--- src/rtl/serial_line_arbiter_if.sv ---
// Shared serial line bundle: per-requester request/data in,
// grant, line enable, muxed data and end-of-grant pulses out.
interface serial_line_arbiter_if #(
  parameter int N_REQ = 4
);
  logic [N_REQ-1:0] req;
  logic [N_REQ-1:0] ser_in;
  logic [N_REQ-1:0] gnt;
  logic             line_en;
  logic             ser_out;
  logic [N_REQ-1:0] done;
  logic             timeout;

  modport master (
    output req,
    output ser_in,
    input  gnt,
    input  line_en,
    input  ser_out,
    input  done,
    input  timeout
  );

  modport slave (
    input  req,
    input  ser_in,
    output gnt,
    output line_en,
    output ser_out,
    output done,
    output timeout
  );
endinterface

--- src/rtl/serial_line_arbiter.sv ---
// Round-robin owner of one idle-high serial line with per-grant
// length limit and a guard gap between consecutive grants.
module serial_line_arbiter #(
  parameter int N_REQ    = 4,
  parameter int MAX_BITS = 32,
  parameter int GAP      = 1
) (
  input logic                  clk,
  input logic                  rst,
  serial_line_arbiter_if.slave bus
);

  localparam int PW = $clog2(N_REQ);
  localparam int CW = $clog2(MAX_BITS) + 1;

  typedef enum logic [1:0] {
    IDLE,
    BUSY,
    GUARD
  } state_t;

  state_t           state;
  state_t           state_n;
  logic [PW-1:0]    ptr;
  logic [PW-1:0]    ptr_n;
  logic [PW-1:0]    owner;
  logic [PW-1:0]    owner_n;
  logic [CW-1:0]    cnt;
  logic [CW-1:0]    cnt_n;
  logic [3:0]       gcnt;
  logic [3:0]       gcnt_n;
  logic [N_REQ-1:0] gnt_q;
  logic [N_REQ-1:0] gnt_n;
  logic [N_REQ-1:0] done_q;
  logic [N_REQ-1:0] done_n;
  logic             line_q;
  logic             line_n;
  logic             to_q;
  logic             to_n;

  logic             found;
  logic [PW-1:0]    pick;
  logic [PW:0]      sum;
  logic [PW-1:0]    cand;
  logic             own_req;
  logic             expired;

  // First requester at or above ptr, wrapping modulo N_REQ
  always_comb begin
    found = 1'b0;
    pick  = ptr;
    sum   = '0;
    cand  = '0;
    for (int i = 0; i < N_REQ; i++) begin
      sum = {1'b0, ptr} + (PW+1)'(i);
      if (sum >= (PW+1)'(N_REQ))
        sum = sum - (PW+1)'(N_REQ);
      cand = sum[PW-1:0];
      if (!found && bus.req[cand]) begin
        found = 1'b1;
        pick  = cand;
      end
    end
  end

  assign own_req = bus.req[owner];
  assign expired = (cnt == CW'(MAX_BITS - 1));

  always_comb begin
    state_n = state;
    ptr_n   = ptr;
    owner_n = owner;
    cnt_n   = cnt;
    gcnt_n  = gcnt;
    gnt_n   = gnt_q;
    line_n  = line_q;
    done_n  = '0;
    to_n    = 1'b0;
    unique case (state)
      IDLE: begin
        if (found) begin
          state_n = BUSY;
          owner_n = pick;
          gnt_n   = N_REQ'(1) << pick;
          line_n  = 1'b1;
          cnt_n   = '0;
        end
      end
      BUSY: begin
        // A release in the expiry cycle wins: timeout stays low
        if (!own_req || expired) begin
          state_n = GUARD;
          gnt_n   = '0;
          line_n  = 1'b0;
          done_n  = gnt_q;
          to_n    = own_req;
          gcnt_n  = '0;
          ptr_n   = (owner == PW'(N_REQ - 1)) ? '0
                                              : owner + 1'b1;
        end else begin
          cnt_n = cnt + 1'b1;
        end
      end
      GUARD: begin
        if (gcnt == 4'(GAP - 1))
          state_n = IDLE;
        else
          gcnt_n = gcnt + 1'b1;
      end
      default: begin
        state_n = IDLE;
        gnt_n   = '0;
        line_n  = 1'b0;
      end
    endcase
  end

  always_ff @(posedge clk) begin
    if (rst) begin
      state  <= IDLE;
      ptr    <= '0;
      owner  <= '0;
      cnt    <= '0;
      gcnt   <= '0;
      gnt_q  <= '0;
      line_q <= 1'b0;
      done_q <= '0;
      to_q   <= 1'b0;
    end else begin
      state  <= state_n;
      ptr    <= ptr_n;
      owner  <= owner_n;
      cnt    <= cnt_n;
      gcnt   <= gcnt_n;
      gnt_q  <= gnt_n;
      line_q <= line_n;
      done_q <= done_n;
      to_q   <= to_n;
    end
  end

  assign bus.gnt     = gnt_q;
  assign bus.line_en = line_q;
  assign bus.done    = done_q;
  assign bus.timeout = to_q;
  assign bus.ser_out = line_q ? bus.ser_in[owner] : 1'b1;

endmodule

--- src/flat_wrapper.sv ---
// flat-port wrapper written by rule: the top's interface ports become plain ports
module serial_line_arbiter_flat 
#(
  parameter int N_REQ    = 4,
  parameter int MAX_BITS = 32,
  parameter int GAP      = 1
)
  (clk, rst, bus_req, bus_ser_in, bus_gnt, bus_line_en, bus_ser_out, bus_done, bus_timeout);
  serial_line_arbiter_if #(.N_REQ(N_REQ)) bus_i ();
  input logic clk;
  input logic rst;
  input wire logic [$bits(bus_i.req)-1:0] bus_req;
  input wire logic [$bits(bus_i.ser_in)-1:0] bus_ser_in;
  output wire logic [$bits(bus_i.gnt)-1:0] bus_gnt;
  output wire logic [$bits(bus_i.line_en)-1:0] bus_line_en;
  output wire logic [$bits(bus_i.ser_out)-1:0] bus_ser_out;
  output wire logic [$bits(bus_i.done)-1:0] bus_done;
  output wire logic [$bits(bus_i.timeout)-1:0] bus_timeout;
  assign bus_i.req = bus_req;
  assign bus_i.ser_in = bus_ser_in;
  assign bus_gnt = bus_i.gnt;
  assign bus_line_en = bus_i.line_en;
  assign bus_ser_out = bus_i.ser_out;
  assign bus_done = bus_i.done;
  assign bus_timeout = bus_i.timeout;
  serial_line_arbiter #(.N_REQ(N_REQ), .MAX_BITS(MAX_BITS), .GAP(GAP)) u_core (.clk(clk), .rst(rst), .bus(bus_i));
endmodule
--- config.mk ---
export PLATFORM = sky130hd
export DESIGN_NAME = serial_line_arbiter_flat
export DESIGN_NICKNAME = d
export VERILOG_FILES = /design/src/rtl/serial_line_arbiter_if.sv /design/src/rtl/serial_line_arbiter.sv /design/src/flat_wrapper.sv
export SDC_FILE = /design/constraint.sdc
export NUM_CORES = 1
export LEC_CHECK = 0
export CORE_UTILIZATION = 42
export CTS_BUF_LIST = sky130_fd_sc_hd__clkbuf_2
export CTS_CLUSTER_SIZE = 28
export DETAILED_ROUTE_END_ITERATION = 16
export PLACE_DENSITY_LB_ADDON = 0.08
export SETUP_SLACK_MARGIN = 0.05
export SYNTH_ARGS = -nofsm -noshare
export SYNTH_HDL_FRONTEND = slang
export SYNTH_SLANG_ARGS = --single-unit
--- constraint.sdc ---
create_clock -name clk -period 2.45 [get_ports clk]
set_clock_uncertainty 0.05 [all_clocks]
set_input_delay 0.245 -clock clk [delete_from_list [all_inputs] [get_ports clk]]
set_output_delay 0.245 -clock clk [all_outputs]
set_load 0.05 [all_outputs]
==> impl_metrics.csv, run 1 <==
group,metric,value,unit
status,status,"finished, final reports clean",
final_layout,post-route-util,54.34,%
clock_tree,numCtsBuffers,3,
critical_path,reg2reg_depth,4,
clock_tree,clock_path_buffers,2,
sta,fin_tns_setup,0,ps
final_layout,final_common_cell,"dfxtp_1",
routing,wl,2504,um
critical_path,setup.worst_path.class,"reg -> out",
yosys,ys_seq_area_share,41.64,%
yosys,avgSynthCellArea,9.124,um2
clock_tree,ctsHoldBuffers,0,
clock_tree,cts_tree,"yes",
routing,drc,0,
clock_tree,cts_max_level,1,
placement,pre_cts_slack,215.2,ps
placement,dp_hpwl,1920,um
pwr,leakagePower,0.5327,nW
floorplanning,start_util,44.94,%
final_layout,drive_gt1_share,6.918,%
routing,postRouteAntennaNets,0,
placement,gp_congestion,0.8018,
sta,grt_setup_unrepaired,"false",
sta,slew_headroom,65.06,%
clock_tree,clk_pin_slew,220,ps
sta,setup_slack,472.3,ps
routing,dr.pass1.iters,4,
critical_path,crit_path_start,"u_core.owner[0]",
critical_path,cp_max_fo,5,
yosys,synthDistinctLibCells,41,
routing,vias,1075,
critical_path,worst_setup_path_end_kind,"output port",
placement,io_buffer_count,20,
floorplanning,num_rows,19,
global_route,first_global_vias,958,
yosys,ys.warnings.count,0,
final_layout,final_nets,175,
final_layout,final_cell_mix,"dfxtp_1 (26), clkdlybuf4s50_1 (19), nor2_1 (15), a21oi_1 (10), nor3_1 (7)",
global_route,grt_max_degree,14,
critical_path,arrival,1680,ps
yosys,synthFlopType,"dfxtp_1",
yosys,synth_edf_count,0,
yosys,async_flop_share,0,%
critical_path,reg2reg_slack,540,ps
routing,viasPerCell,5.658,
yosys,synth.cell_area,1250,um2
final_layout,diodes,0,
pwr,ir_drop,0.0003535,V
clock_tree,cts_setup_buffers,0,
critical_path,r2r-end,"u_core.bus.gnt[1]",
sta,fmax,505.6,MHz
global_route,grt_usage,17.22,%
clock_tree,cts-root-buf,"clkbuf_2",
critical_path,startpoint_type,"flop",
hold_path,worstHoldStart,"u_core.bus.gnt[3]",
sta,post-route-min-period,1978,ps
floorplanning,die_x,56.56,um
critical_path,reg2reg_from,"u_core.owner[1]",
global_route,grt_pass1_wl,4278,um
critical_path,crit_required,2150,ps
final_layout,syn2layout_area_growth,20.92,%
floorplanning,die_h,56.56,um
global_route,antenna_found_initial,0,
final_layout,fillers,256,
sta,finalSetupViolations,0,
sta,finalHoldViolations,0,
floorplanning,dieArea,3198,um2
routing,routedWlPerCell,13.18,um
sta,hold_slack,453.5,ps
yosys,syn-num-nets,151,
pwr,p_per_area,543.9,nW/um2
clock_tree,clock_latency,330,ps
global_route,grt_overflow,0,
sta,slew_viol_final,0,
floorplanning,ios,21,
sta,final.period_utilization,80.72,%
routing,drtIter0Drc,49,
yosys,yosys_register_bits,26,
yosys,netlist_instances,137,
critical_path,crit_end,"bus_ser_out",
clock_tree,clock_sinks,26,
floorplanning,core_area,2781,um2
run,maxCapViolCount,0,
sta,tightest_slew,519.4,ps
hold_path,hp-class,"reg -> reg",
clock_tree,cts_resized,0,
==> synth_stat cells (2+ instances only) <==
library cell,number,area (um2)
nand3_1,5,25.02
nand2_1,3,11.26
or3_1,2,12.51
and2_1,5,31.28
o21ai_0,6,30.03
inv_1,4,15.01
o211ai_1,2,15.01
nor2_1,15,56.30
mux4_2,2,45.04
nor2b_1,4,25.02
nand2b_1,6,37.54
a21oi_1,10,50.05
o2111ai_1,3,26.28
clkbuf_1,4,15.01
xor2_1,3,26.28
a32o_1,4,40.04
nor3_1,7,35.03
ha_1,4,50.05
dfxtp_1,26,520.5
==> through the flow <==
stage               area (um2)  instances  power [W]
global placement          1496        187  0.0006765
floorplan                 1250        137  0.0006065
detailed placement        1496        187  0.0006793
CTS                       1511        190  0.0008305
finish                    1511        190  0.0008221
global route              1511        190  0.0008787
==> sequential cells by signal, indices dropped and copies added (netlist names) <==
| name | count |
|---|---|
| u_core.owner | 2 |
| u_core.bus.timeout | 1 |
| u_core.gcnt | 4 |
| u_core.state | 2 |
| u_core.bus.gnt | 4 |
| u_core.cnt | 6 |
| u_core.ptr | 2 |
| u_core.bus.done | 4 |
| u_core.bus.line_en | 1 |
==> worst min-delay path by stage <==
stage                    endpoint  slack (ps)  cells past startpoint
2_1_floorplan       u_core.cnt[1]         410                      2
3_3_place_gp   u_core.bus.done[0]         420                      1
3_5_place_dp   u_core.bus.done[3]         420                      1
4_1_cts        u_core.bus.done[3]         460                      1
5_1_grt        u_core.bus.done[3]         470                      1
6_report       u_core.bus.done[3]         450                      1
==> worst max-delay path: stages (launching register included) <==
cell	delay, ps
dfxtp_1	490
mux4_2	510
nand2b_1	160
buf_4	190
==> layer usage <==
layer,global-route usage (%),part of all wire [%],up-vias
li1,-,-,553
met1,23.60,49,483
met2,26.72,46,37
met3,2.765,4.1,2
met4,7.317,0.64,0
met5,0,0,-
==> layout make-up <==
cell class | count | area (um2) | area share, %
tap | 31 | 38.79 | 2.566
multi-input combinational | 102 | 694.4 | 45.94
sequential | 26 | 520.5 | 34.44
timing repair buffer | 24 | 227.7 | 15.07
clock buffer | 3 | 15.01 | 0.9934
inverter | 4 | 15.01 | 0.9934
==> logic make-up after synthesis <==
logic type	after synthesis	share of synthesized area (%)
AOI/OAI and AO/OA	37	21.42
xor gates and xnor gates	4	2.803
adders and majority gates	4	4.004
buffers and inverters	9	2.802
DFF	26	41.64
muxes	3	4.404
and+or+nand+nor	54	22.92
==> where the power goes <==
part	internal [W]	switching, W	leakage (nW)
Clock	0.0000333	0.000118	0.0125
Sequential	0.000444	0.0000236	0.211
Combinational	0.0000869	0.000117	0.309
Total	0.000564	0.000258	0.533
No activity file was read; power rests on OpenSTA's default activity.
==> run 2, diff against run 1 <==
Clock period 2.45 ns to 1.8 ns, I/O delays scaled along.
==> run 2 against run 1 <==
Global-route usage rose by 1.2 points. Routed wire length rose by 7.9%. Total power rose by 42%. Setup slack got worse by 420 ps. Non-clock buffer count rose by 13. Utilization rose by 5.0 points. Largest cell class unchanged.
==> impl_metrics.csv, run 2 (same netlist as run 1, synthesis figures left out) <==
group,metric,value,unit
placement,gp_congestion,0.7567,
final_layout,diodes,0,
final_layout,final_common_cell,"dfxtp_1",
placement,dpl.cell_count,199,
floorplanning,core_area,2781,um2
final_layout,final_cell_mix,"dfxtp_1 (23), buf_4 (17), nor2_1 (14), a21oi_1 (9), clkdlybuf4s50_1 (9)",
pwr,p_per_area,708.3,nW/um2
routing,routedWlPerCell,13.24,um
global_route,grt_usage,18.43,%
floorplanning,num_rows,19,
routing,vias,1143,
global_route,grt_max_degree,15,
sta,final.period_utilization,97.20,%
critical_path,cp_max_fo,2,
clock_tree,cts_tree,"yes",
critical_path,arrival,1520,ps
clock_tree,cts_max_level,1,
critical_path,setup.worst_path.class,"reg -> out",
hold_path,hp-class,"reg -> reg",
floorplanning,start_util,44.94,%
sta,tightest_slew,501.8,ps
sta,hold_slack,449.0,ps
final_layout,fillers,260,
final_layout,syn2layout_area_growth,32.13,%
sta,setup_slack,50.39,ps
sta,post-route-min-period,1750,ps
routing,postRouteAntennaNets,0,
routing,viasPerCell,5.603,
status,status,"finished, final reports clean",
pwr,leakagePower,0.7080,nW
placement,pre_cts_slack,-168.6,ps
sta,fmax,571.6,MHz
critical_path,crit_buf_inv,1,
final_layout,final_cells,204,
clock_tree,clock_sinks,26,
critical_path,worst_setup_path_end_kind,"output port",
run,maxCapViolCount,0,
pwr,p_total,0.001170,W
placement,io_buffer_count,20,
critical_path,max_stage_delay,480,ps
final_layout,largest_reg_flops,6,
routing,drtIter0Drc,61,
floorplanning,ios,21,
critical_path,slowest_stage,"mux4_2",
clock_tree,clock_latency,330,ps
global_route,first_global_vias,1082,
pwr,ir_drop,0.0004906,V
clock_tree,cts-root-buf,"clkbuf_2",
global_route,antenna_found_initial,0,
sta,slew_headroom,66.49,%
final_layout,final_nets,188,
clock_tree,clock_path_buffers,2,
floorplanning,die_h,56.56,um
critical_path,critical_path.cell_chain,"mux4_2, nand2b_4, buf_6",
critical_path,critical_path.top_delay_family,"multiplexers",
sta,fin_tns_setup,0,ps
clock_tree,ctsHoldBuffers,0,
final_layout,largest-register,"u_core.cnt",
clock_tree,clk_pin_slew,230,ps
sta,finalHoldViolations,0,
critical_path,crit_required,1570,ps
placement,dp_hpwl,2053,um
routing,drc,0,
routing,dr.pass1.iters,4,
sta,grt_setup_unrepaired,"true",
global_route,grt_overflow,0,
clock_tree,numCtsBuffers,3,
floorplanning,die_x,56.56,um
floorplanning,dieArea,3198,um2
global_route,grt_pass1_wl,4712,um
critical_path,startpoint_type,"flop",
final_layout,drive_gt1_share,18.50,%
sta,slew_viol_final,0,
sta,finalSetupViolations,0,
routing,wl,2701,um
[run 2: cell count changes in the layout (fill, tap and decap cells not counted), sizes merged]
cell,before,now
clkinv,0,1
buf,5,18
dlymetal6s2s,0,4
clkdlybuf4s50,19,9
dlygate4sd2,0,6
[run 2: worst paths after layout]
path | start | end | slack (ps) | cells after the start
hold / removal | u_core.bus.gnt[1] | u_core.bus.done[1] | 450 | 1
setup / recovery | u_core.owner[0] | bus_ser_out | 50 | 3
setup reg to reg | u_core.owner[1] | u_core.ptr[0] | 100 | 4
hold reg to reg | u_core.bus.gnt[1] | u_core.bus.done[1] | 450 | 1
[run 2: report_power, final]
part | internal (W) | switching, W
Combinational | 0.000149 | 0.000174
Clock | 0.0000483 | 0.000164
Sequential | 0.000605 | 0.0000303
[run 2: repair_timing]
item	4_1_cts	5_1_grt
cloned	0	0
setup endpoints to repair	13	15
endpoints found under the hold margin	0	0
resized for setup	10	10
buffers inserted	1	0
pin swaps	0	1
[run 2: layout make-up]
class	count	area [um2]	area share, %
Clock inverter	1	3.754	0.2273
Multi-Input combinational cell	102	720.7	43.64
Clock buffer	3	15.01	0.9091
Inverter	4	15.01	0.9091
Sequential cell	26	526.8	31.89
Timing Repair Buffer	37	331.6	20.08
Tap cell	31	38.79	2.348
[run 2: per-layer routing]
metal | vias to the layer above | routed length, um | global-route usage, %
li1 | 578 | - | -
met1 | 541 | 1287 | 24.17
met2 | 22 | 1301 | 30.08
met3 | 2 | 96 | 4.147
met4 | 0 | 16 | 5.575
met5 | - | 0 | 0
[run 2: metrics by stage]
stage                     area, um2  utilization [%]
after CTS                      1614            58.03
after global routing           1652            59.38
after global placement         1587            57.04
after floorplan                1250                -
after detailed placement       1587            57.04
final                          1652            59.38
==> run 3, diff against run 2 <==
Settings changed: GPL_ROUTABILITY_DRIVEN from default to 0.
==> results of run 3 <==
Same layout as run 2: the final DEF is identical, and so are final timing and power.
==> RTL change, RTL diff (flow settings as in run 1) <==
Encoding of `state_t`: now one-hot (3 bits for 3 states).
--- a/src/rtl/serial_line_arbiter.sv
+++ b/src/rtl/serial_line_arbiter.sv
@@ -13,10 +13,10 @@
   localparam int PW = $clog2(N_REQ);
   localparam int CW = $clog2(MAX_BITS) + 1;
 
-  typedef enum logic [1:0] {
-    IDLE,
-    BUSY,
-    GUARD
+  typedef enum logic [2:0] {
+    IDLE  = 3'b001,
+    BUSY  = 3'b010,
+    GUARD = 3'b100
   } state_t;
 
   state_t           state;
Behaviour: no difference found for any inputs over 10 cycles, from zero or initial values and one cycle with rst high; not proved beyond that.
==> RTL change against run 1 <==
Setup slack lost 0.060 ns; highest routed layer unchanged; synthesized area increased by 5.8%; total power rose by 8.5%; combinational power grew 16%; routed wire length rose by 6.4%; critical endpoint is now u_core.gcnt[3]; clock power is 16% higher; sequential cell count grew 1; largest power group unchanged; hold slack got worse by 0.016 ns; final area increased by 7.1%.
==> RTL change: results (changes against run 1) <==
| Metric | Value |
|---|---|
| Grt met1 use | 0.230 (-0.00617) |
| Post-synthesis compound-gate area fraction | 0.178 (-0.0364) |
| CTS buffer count | 3 (unchanged) |
| Dpl cells | 209 (+12%) |
| Seq cells post-synth | 27 (+3.8%) |
| Synth top area cells | dfxtp_1 41%, nor2_1 5.1%, a21oi_1 4.5% |
| Detailed Route WL | 2670 um (+6.4%) |
| Worst path top cell family by delay | compound AO/OA/AOI/OAI gates |
| GRT Total Usage | 0.171 (-0.00103) |
| Setup-failing EPs final | 0 (unchanged) |
| Hold Path Depth | 2 (+1) |
| Outcome | completed |
| Starting DRT DRC Count | 29 (-41%) |
| Pin count of the biggest net entering global routing | 16 (+2) |
| Vias/cell | 5.21 (-8.0%) |
| Clk Latency, worst-skew pair | 0.37 ns (+0.04 ns) |
| Clock slew seen by the registers of the worst setup and hold paths | 0.26 ns (+0.04 ns) |
| Worst VDD drop | 0.329 mV (-6.8%) |
| Max reg flops | 6 (unchanged) |
| Post-layout nets | 186 (+6.3%) |
| Antenna violations before repair | 0 (unchanged) |
| Layout cell share with drive strength beyond 1 | 0.111 (+0.0419) |
| Slowest CP cell | o31ai_4 |
| First-pass GRT wire length | 4390 um (+2.6%) |
| DP Area | 1600 um^2 (+6.9%) |
| Final Hold Fails | 0 (unchanged) |
| Max-slew headroom | 0.633 (-0.0180) |
| Distinct cell type count of the synthesized netlist | 33 (-20%) |
| Synth Area in XOR/XNOR | 0.0331 (+0.00508) |
| GP Congestion | 0.845 (+5.4%) |
| Adder-Cell Fraction of Synth Area | 0.0378 (-0.00220) |
| Data arrival, critical path | 2.30 ns (+0.62 ns) |
| Fin cells | 213 (+12%) |
| Met2 Use GR | 0.268 (+0.000425) |
| HPWL Detailed | 2030 um (+6.0%) |
| Syn_nets | 159 (+5.3%) |
| Vias in the first global route | 976 (+1.9%) |
| Register area share after synthesis | 0.409 (-0.00771) |
| Most frequent cells after synthesis | 27 x dfxtp_1, 18 x nor2_1, 12 x a21oi_1 |
| Worst slack, placed | 0.120 ns (-0.0957 ns) |
| Lkg Pwr | 0.000576 uW (+8.1%) |
| Global-route track usage on met3 | 0.0290 (+0.00137) |
| Cells after Synth | 145 (+5.8%) |
| Worst-case clock buffer depth | 2 (unchanged) |
| Post-synthesis mux area share | 0.0643 (+0.0203) |
| Crit-path max FO | 10 (+5) |
## RTL change: cell count changes after synthesis, moves of 3 or more
| cell | before | now |
|---|---|---|
| a211oi_1 | 1 | 4 |
| xnor2_1 | 1 | 4 |
| nor3_1 | 7 | 4 |
| a32o_1 | 4 | 0 |
| mux2i_1 | 1 | 4 |
| nand2_1 | 3 | 11 |
| nor2_1 | 15 | 18 |
| o2111ai_1 | 3 | 0 |
## RTL change: routing by layer
| layer | vias up | part of all wire |
|---|---|---|
| met5 | - | 0 |
| met4 | 0 | 0.018 |
| met3 | 5 | 0.034 |
| met2 | 21 | 0.46 |
| met1 | 518 | 0.48 |
| li1 | 565 | - |
## RTL change: cell families after synthesis
| kind of cell | count (synthesis) |
|---|---|
| adder cells (fa/ha/maj) | 4 |
| AO/OA/AOI/OAI | 31 |
| AND/OR/NAND/NOR | 63 |
| multiplexers | 6 |
| buffers and inverters | 9 |
| XOR/XNOR | 5 |
| flip-flops | 27 |
## RTL change: cell type report
class / count / area, um^2
well taps: 42 / 52.6
clock inverters: 1 / 5.00
fillers: 277 / 1260
flip-flops and latches: 27 / 541
inverters: 6 / 22.5
multi-input cells: 109 / 748
repair buffers: 25 / 235
clock buffers: 3 / 15.0
## RTL change: power breakdown
group / total [uW] / internal [uW] / switching, uW / leakage (uW)
Combinational: 237 / 104 / 133 / 0.000341
Sequential: 481 / 461 / 20.3 / 0.000219
Clock: 175 / 37.0 / 138 / 0.0000164
## RTL change: final timing paths
kind	startpoint	to	slack [ns]
setup / recovery	u_core.cnt[0]	u_core.gcnt[3]	0.41
hold / removal	u_core.bus.gnt[0]	u_core.bus.gnt[0]	0.44
setup reg to reg	u_core.cnt[0]	u_core.gcnt[3]	0.41
hold reg to reg	u_core.bus.gnt[0]	u_core.bus.gnt[0]	0.44
